**src/rtl/gray_pkg.sv**
```systemverilog
// Shared types and gray-code helpers for the pointer-crossing blocks.
// Helpers work on zero-extended 32-bit values, so any pointer width up to 32 can use them.
package gray_pkg;

    typedef enum logic [1:0] {
        RUN   = 2'd0,
        DRAIN = 2'd1,
        DONE  = 2'd2
    } wptr_state_t;

    localparam int GRAY_MAX_W = 32;

    function automatic logic [GRAY_MAX_W-1:0] bin2gray_f(input logic [GRAY_MAX_W-1:0] b);
        return b ^ (b >> 1);
    endfunction

    function automatic logic [GRAY_MAX_W-1:0] gray2bin_f(input logic [GRAY_MAX_W-1:0] g);
        logic [GRAY_MAX_W-1:0] b;
        b[GRAY_MAX_W-1] = g[GRAY_MAX_W-1];
        for (int i = GRAY_MAX_W - 2; i >= 0; i--) begin
            b[i] = b[i+1] ^ g[i];
        end
        return b;
    endfunction

endpackage

```
**src/rtl/wptr_ctrl_if.sv**
```systemverilog
// Push handshake and memory write port of the write-side pointer controller.
// A push transfers on a cycle where i_push && o_ready; o_wen/o_waddr describe that transfer in the same cycle.
interface wptr_ctrl_if
    import gray_pkg::*;
#(
    parameter int ADDR_W = 4
) ();

    logic              i_push;
    logic              o_ready;
    logic              o_wen;
    logic [ADDR_W-1:0] o_waddr;
    wptr_state_t       dbg_state;

    modport master (
        output i_push,
        input  o_ready,
        input  o_wen,
        input  o_waddr,
        input  dbg_state
    );

    modport slave (
        input  i_push,
        output o_ready,
        output o_wen,
        output o_waddr,
        output dbg_state
    );

endinterface

```
**src/rtl/gray2bin.sv**
```systemverilog
// Combinational gray-to-binary converter: each binary bit is the XOR of the gray bits at and above it.
module gray2bin #(
    parameter int SIZE = 4
) (
    input  logic [SIZE-1:0] gray,
    output logic [SIZE-1:0] bin
);

    always_comb begin
        bin = '0;
        for (int i = 0; i < SIZE; i++) begin
            bin[i] = ^(gray >> i);
        end
    end

endmodule

```
**src/rtl/wptr_ctrl.sv**
```systemverilog
// Write-domain pointer controller: owns wbin, publishes a registered gray pointer, gates pushes on full, sequences drain.
// Define WPTR_CTRL_OVF_EN to build the sticky push-while-full flag; otherwise o_overflow is tied low.
module wptr_ctrl
    import gray_pkg::*;
#(
    parameter int ADDR_W    = 4,
    parameter int AF_MARGIN = 2
) (
    input  logic              wclk,
    input  logic              wrst,
    wptr_ctrl_if.slave        wif,
    input  logic [ADDR_W:0]   i_rptr_gray,
    input  logic              i_flush_req,
    output logic [ADDR_W:0]   o_wcount,
    output logic [ADDR_W:0]   o_wptr_gray,
    output logic [ADDR_W:0]   o_level,
    output logic              o_full,
    output logic              o_almost_full,
    output logic              o_flush_done,
    output logic              o_overflow
);

    localparam int PTR_W = ADDR_W + 1;
    localparam int DEPTH = 1 << ADDR_W;
    localparam logic [PTR_W-1:0] AF_LEVEL = PTR_W'(DEPTH - AF_MARGIN);

    wptr_state_t      state;
    logic [PTR_W-1:0] wbin;
    logic [PTR_W-1:0] wbin_nxt;
    logic [PTR_W-1:0] wgray;
    logic [PTR_W-1:0] rbin;
    logic             flush_done_q;
    logic             push_ok;

    gray2bin #(.SIZE(PTR_W)) u_rptr_g2b (
        .gray (i_rptr_gray),
        .bin  (rbin)
    );

    assign wbin_nxt = wbin + PTR_W'(1);

    // Full when the write pointer is exactly one lap ahead: top two gray bits inverted, the rest equal.
    assign o_full        = (wgray == {~i_rptr_gray[ADDR_W:ADDR_W-1], i_rptr_gray[ADDR_W-2:0]});
    assign o_level       = wbin - rbin;
    assign o_almost_full = (o_level >= AF_LEVEL);

    assign wif.o_ready   = !wrst && (state == RUN) && !o_full;
    assign push_ok       = wif.i_push && wif.o_ready;
    assign wif.o_wen     = push_ok;
    assign wif.o_waddr   = wbin[ADDR_W-1:0];
    assign wif.dbg_state = state;

    assign o_wcount      = wbin;
    assign o_wptr_gray   = wgray;
    assign o_flush_done  = flush_done_q;

    always_ff @(posedge wclk) begin
        if (wrst) begin
            state        <= RUN;
            wbin         <= '0;
            wgray        <= '0;
            flush_done_q <= 1'b0;
        end else begin
            flush_done_q <= 1'b0;
            if (push_ok) begin
                wbin  <= wbin_nxt;
                wgray <= PTR_W'(bin2gray_f(GRAY_MAX_W'(wbin_nxt)));
            end
            case (state)
                RUN: begin
                    if (i_flush_req) state <= DRAIN;
                end
                DRAIN: begin
                    // Reader has consumed everything written: the crossing is empty.
                    if (i_rptr_gray == wgray) begin
                        flush_done_q <= 1'b1;
                        state        <= DONE;
                    end
                end
                DONE:    state <= RUN;
                default: state <= RUN;
            endcase
        end
    end

`ifdef WPTR_CTRL_OVF_EN
    logic ovf_q;

    always_ff @(posedge wclk) begin
        if (wrst) begin
            ovf_q <= 1'b0;
        end else if ((state == RUN) && o_full && wif.i_push) begin
            ovf_q <= 1'b1;
        end
    end

    assign o_overflow = ovf_q;
`else
    assign o_overflow = 1'b0;
`endif

endmodule

```
**src/flat_wrapper.sv**
```systemverilog
// flat-port wrapper written by rule: the top's interface ports become plain ports
module wptr_ctrl_flat import gray_pkg::*;
#(
    parameter int ADDR_W    = 4,
    parameter int AF_MARGIN = 2
)
  (wclk, wrst, i_rptr_gray, i_flush_req, o_wcount, o_wptr_gray, o_level, o_full, o_almost_full, o_flush_done, o_overflow, wif_i_push, wif_o_ready, wif_o_wen, wif_o_waddr, wif_dbg_state);
  wptr_ctrl_if #(.ADDR_W(ADDR_W)) wif_i ();
  input  logic wclk;
  input  logic wrst;
  input  logic [ADDR_W:0] i_rptr_gray;
  input  logic i_flush_req;
  output logic [ADDR_W:0] o_wcount;
  output logic [ADDR_W:0] o_wptr_gray;
  output logic [ADDR_W:0] o_level;
  output logic o_full;
  output logic o_almost_full;
  output logic o_flush_done;
  output logic o_overflow;
  input wire logic [$bits(wif_i.i_push)-1:0] wif_i_push;
  output wire logic [$bits(wif_i.o_ready)-1:0] wif_o_ready;
  output wire logic [$bits(wif_i.o_wen)-1:0] wif_o_wen;
  output wire logic [$bits(wif_i.o_waddr)-1:0] wif_o_waddr;
  output wire logic [$bits(wif_i.dbg_state)-1:0] wif_dbg_state;
  assign wif_i.i_push = wif_i_push;
  assign wif_o_ready = wif_i.o_ready;
  assign wif_o_wen = wif_i.o_wen;
  assign wif_o_waddr = wif_i.o_waddr;
  assign wif_dbg_state = wif_i.dbg_state;
  wptr_ctrl #(.ADDR_W(ADDR_W), .AF_MARGIN(AF_MARGIN)) u_core (.wclk(wclk), .wrst(wrst), .wif(wif_i), .i_rptr_gray(i_rptr_gray), .i_flush_req(i_flush_req), .o_wcount(o_wcount), .o_wptr_gray(o_wptr_gray), .o_level(o_level), .o_full(o_full), .o_almost_full(o_almost_full), .o_flush_done(o_flush_done), .o_overflow(o_overflow));
endmodule
```
**config.mk**
```make
export PLATFORM = sky130hd
export DESIGN_NAME = wptr_ctrl_flat
export DESIGN_NICKNAME = d
export VERILOG_FILES = /design/src/rtl/gray_pkg.sv /design/src/rtl/wptr_ctrl_if.sv /design/src/rtl/gray2bin.sv /design/src/rtl/wptr_ctrl.sv /design/src/flat_wrapper.sv
export SDC_FILE = /design/constraint.sdc
export NUM_CORES = 1
export LEC_CHECK = 0
export BUFFER_PORTS_ARGS = -buffer_cell sky130_fd_sc_hd__clkbuf_2
export CAP_MARGIN = 25
export CORE_AREA = 2 2 55 57
export DETAILED_ROUTE_END_ITERATION = 8
export DIE_AREA = 0 0 57 59
export PLACE_DENSITY_LB_ADDON = 0.08
export SYNTH_ARGS = -nofsm -noshare
export SYNTH_HDL_FRONTEND = slang
export SYNTH_HIERARCHICAL = 1
export SYNTH_SLANG_ARGS = --single-unit
export TNS_END_PERCENT = 30
```
**constraint.sdc**
```tcl
create_clock -name wclk -period 2.2 [get_ports wclk]
set_clock_uncertainty 0.2 [all_clocks]
set_input_delay 0.22 -clock wclk [delete_from_list [all_inputs] [get_ports wclk]]
set_output_delay 0.22 -clock wclk [all_outputs]
set_load 0.03 [all_outputs]
```
==> flow_summary.json <==
{
  "htree_levels": 1,
  "wl_um": 2060,
  "cp_slowest_cell": "fa_2",
  "synth_top_area_cell": "dfxtp_1",
  "synthCells": 107,
  "utilization_pct": 49.5,
  "final_nets": 165,
  "fill_cells": 284,
  "place_area_mm2": 0.00126,
  "grtUsageTotal_pct": 13.8,
  "critical_path_required_ns": 1.78,
  "antenna_found_initial": 0,
  "grt_pass1_vias": 775,
  "syn_to_final_growth_pct": 46.0,
  "status": "complete, but fails checks",
  "post-route-min-period_ns": 2.60,
  "switching_power_uw": 309,
  "post_cts_buffers": 0,
  "pin_count": 36,
  "hpwl_um": 1730,
  "p_int_uw": 509,
  "r2r_start": "u_core/o_wcount[1]",
  "cts.path.max_buffers": 2,
  "viasPerCell": 4.57,
  "p_sw_share_pct": 37.8,
  "setup_violations": 5,
  "p_comb_share_pct": 51.0,
  "r2r.worst_path.cells": 7,
  "drt_iter0_markers": 9,
  "design_area_mm2": 0.00134,
  "min_path_type": "in2reg",
  "rows": 19,
  "core_area_mm2": 0.00271,
  "hold_path_depth": 3,
  "cp.arrival_ns": 2.18,
  "dp_cells": 176,
  "fp.dieH_um": 59,
  "path_cells": "clkbuf_2 > xnor2_4 > xnor3_1 > ha_1 > inv_2 > fa_2 > a21o_1 > a21oi_4 > xnor2_4 > a31o_4 > clkbuf_8",
  "syn-cell-area_um2": 918,
  "antenna_cells": 0,
  "dp_slack_ns": -0.416,
  "detailedRoute.firstPassIterationCount": 3,
  "ys_types": 34,
  "reg2reg_to": "u_core/o_wptr_gray[3]",
  "yosysTopAreaCellShare_pct": 26.2,
  "reg2reg_slack_ns": 0.40,
  "final_common_cell": "clkbuf_2",
  "synth-edff-count": 0,
  "dieArea_mm2": 0.00336,
  "yosys_most_used_dff": "dfxtp_1",
  "place.gp.congestion": 0.729,
  "synth_fp_nets": 122,
  "finalCritPeriodShare_pct": 118,
  "end_kind": "output pin",
  "clock_sinks": 12,
  "initial_core_util_pct": 33.9,
  "regArea_um2": 243,
  "hold_ws_ns": 0.0187,
  "overflow": 0,
  "start_kind": "input port",
  "cts_buffers": 3,
  "clkSlewWorstSetupHoldPaths_ns": 0.07,
  "crit_cells": 11,
  "multi_input_area_um2": 679,
  "port_buffers": 34,
  "yosysWarnings": 6,
  "failed_checks": "setup timing",
  "cts_tree": "built",
  "ys_seq_area_share_pct": 26.2,
  "power_density_mw_per_mm2": 610,
  "layout_setup_ws_ns": -0.396,
  "cp_top_family": "compound AO/OA/AOI/OAI gates",
  "die_w_um": 57,
  "slew_viol_final": 0,
  "fmax_ghz": 0.385,
  "drt-wirelength-per-cell_um": 11.4,
  "grt_max_degree": 13,
  "clockRootBuffer": "clkbuf_4",
  "instances_no_fill": 180,
  "static-leakage-power_nw": 0.656,
  "critPathKind": "in2out",
  "clockPowerShare_pct": 21.1,
  "ant_nets": 0,
  "grt_setup_unrepaired": "true",
  "timing.critical_path.from": "i_rptr_gray[1]",
  "hold_viol_final": 0,
  "clk_latency_ns": 0.27,
  "grt_pass1_wl_um": 3470,
  "critPathMostFrequentCell": "xnor2_4",
  "drc": 0,
  "synth_area_per_cell_um2": 8.58,
  "ys_seq_elements": 12,
  "dr_total_vias": 822,
  "async_flop_share_pct": 0,
  "seqPwrFrac_pct": 27.9,
  "maxCapViolCount": 0,
  "critPathCapture": "o_almost_full",
  "critical-path-max-stage-delay_ns": 0.35,
  "cp_max_fo": 2,
  "final_cell_mix": "29 x clkbuf_2, 15 x buf_4, 12 x nand2_1, 11 x xnor2_1, 10 x dfxtp_1",
  "synth_area_leaders": "dfxtp_1 26%, xnor2_1 13%, ha_1 6.8%, buf_4 5.7%, nand2_1 4.9%",
  "drive_gt1_share_pct": 47.7,
  "ir_drop_mv": 0.414,
  "crit_buf_inv": 3
}
[registers in the layout, summed over array words and instances, names as in the netlist]
signal and flops:
u_core/o_wptr_gray 4, u_core/o_wcount 5, u_core/o_flush_done 1, u_core/wif.dbg_state 2
[tightest hold or removal path: cells and delay by family]
kind                   cells  cell delay (ns)
buffers and inverters      1             0.08
and+or+nand+nor            1             0.07
AOI/OAI and AO/OA          1             0.06
[worst min path at each step]
| stage | start | endpoint | slack (ns) |
|---|---|---|---|
| 3_3_place_gp | u_core/o_wptr_gray[3] | u_core/o_wptr_gray[3] | 0.29 |
| 6_report | i_flush_req | u_core/wif.dbg_state[0] | 0.02 |
| 2_1_floorplan | i_flush_req | u_core/wif.dbg_state[0] | 0.19 |
| 3_5_place_dp | u_core/o_wptr_gray[3] | u_core/o_wptr_gray[3] | 0.29 |
| 4_1_cts | i_flush_req | u_core/wif.dbg_state[0] | 0.008 |
| 5_1_grt | i_flush_req | u_core/wif.dbg_state[0] | 0.03 |
[area by class of cell]
| class | count | area share (%) |
|---|---|---|
| multi-input cells | 77 | 50.7 |
| clock buffers | 4 | 2.71 |
| well taps | 31 | 2.89 |
| inverters | 7 | 2.33 |
| repair buffers | 49 | 23.3 |
| flip-flops and latches | 12 | 18.1 |
[metal layers]
metal,routed length [um],global-route usage [%],up-vias,part of all wire [%]
met4,16,7.64,0,0.78
li1,-,-,433,-
met1,944,17.8,372,46
met2,1030,22.7,15,50
met5,0,0,-,0
met3,69,1.53,2,3.4
[cells in the mapped netlist, types with 2 or more instances]
cell type / number
nor2b_1: 2
clkbuf_1: 3
nand2_1: 12
and3_1: 2
o21ai_1: 2
inv_1: 6
dfxtp_1: 12
nand3_1: 3
xnor2_1: 14
buf_4: 7
a21oi_1: 8
ha_1: 5
a21o_1: 2
nor2_1: 4
nand2_2: 2
xor2_1: 5
[metrics by stage]
step	power [mW]	setup TNS [ns]
2_1_floorplan	0.510	-0.173
3_3_place_gp	0.604	-0.929
3_5_place_dp	0.608	-1.12
4_1_cts	0.825	-0.942
5_1_grt	0.873	-1.26
6_report	0.818	-0.852
[power groups by stage]
| stage | Sequential [mW] | Combinational, mW | Clock, mW |
|---|---|---|---|
| global route | 0.230 | 0.450 | 0.193 |
| floorplan | 0.245 | 0.266 | 0 |
| CTS | 0.229 | 0.418 | 0.179 |
| detailed placement | 0.234 | 0.374 | 0 |
| global placement | 0.234 | 0.370 | 0 |
| finish | 0.228 | 0.417 | 0.172 |
[what timing repair did]
item	CTS	global route
hold buffers	0	0
hold endpoints to repair	0	0
pin swaps	1	0
endpoints found under the setup margin	5	6
gates resized for setup	9	3
[cell families (layout without fill, tap and decap cells)]
| group | count (synthesis) | after routing | share of synthesized area, % |
|---|---|---|---|
| AOI/OAI and AO/OA | 18 | 18 | 14.2 |
| xor gates and xnor gates | 21 | 21 | 22.3 |
| adders and majority gates | 6 | 6 | 8.99 |
| buffers and inverters | 18 | 60 | 10.9 |
| DFF | 12 | 12 | 26.2 |
| muxes | 1 | 1 | 1.09 |
| other | 1 | 1 | 0.408 |
| and+or+nand+nor | 30 | 30 | 15.9 |
Power figures use the tool's default switching activity.
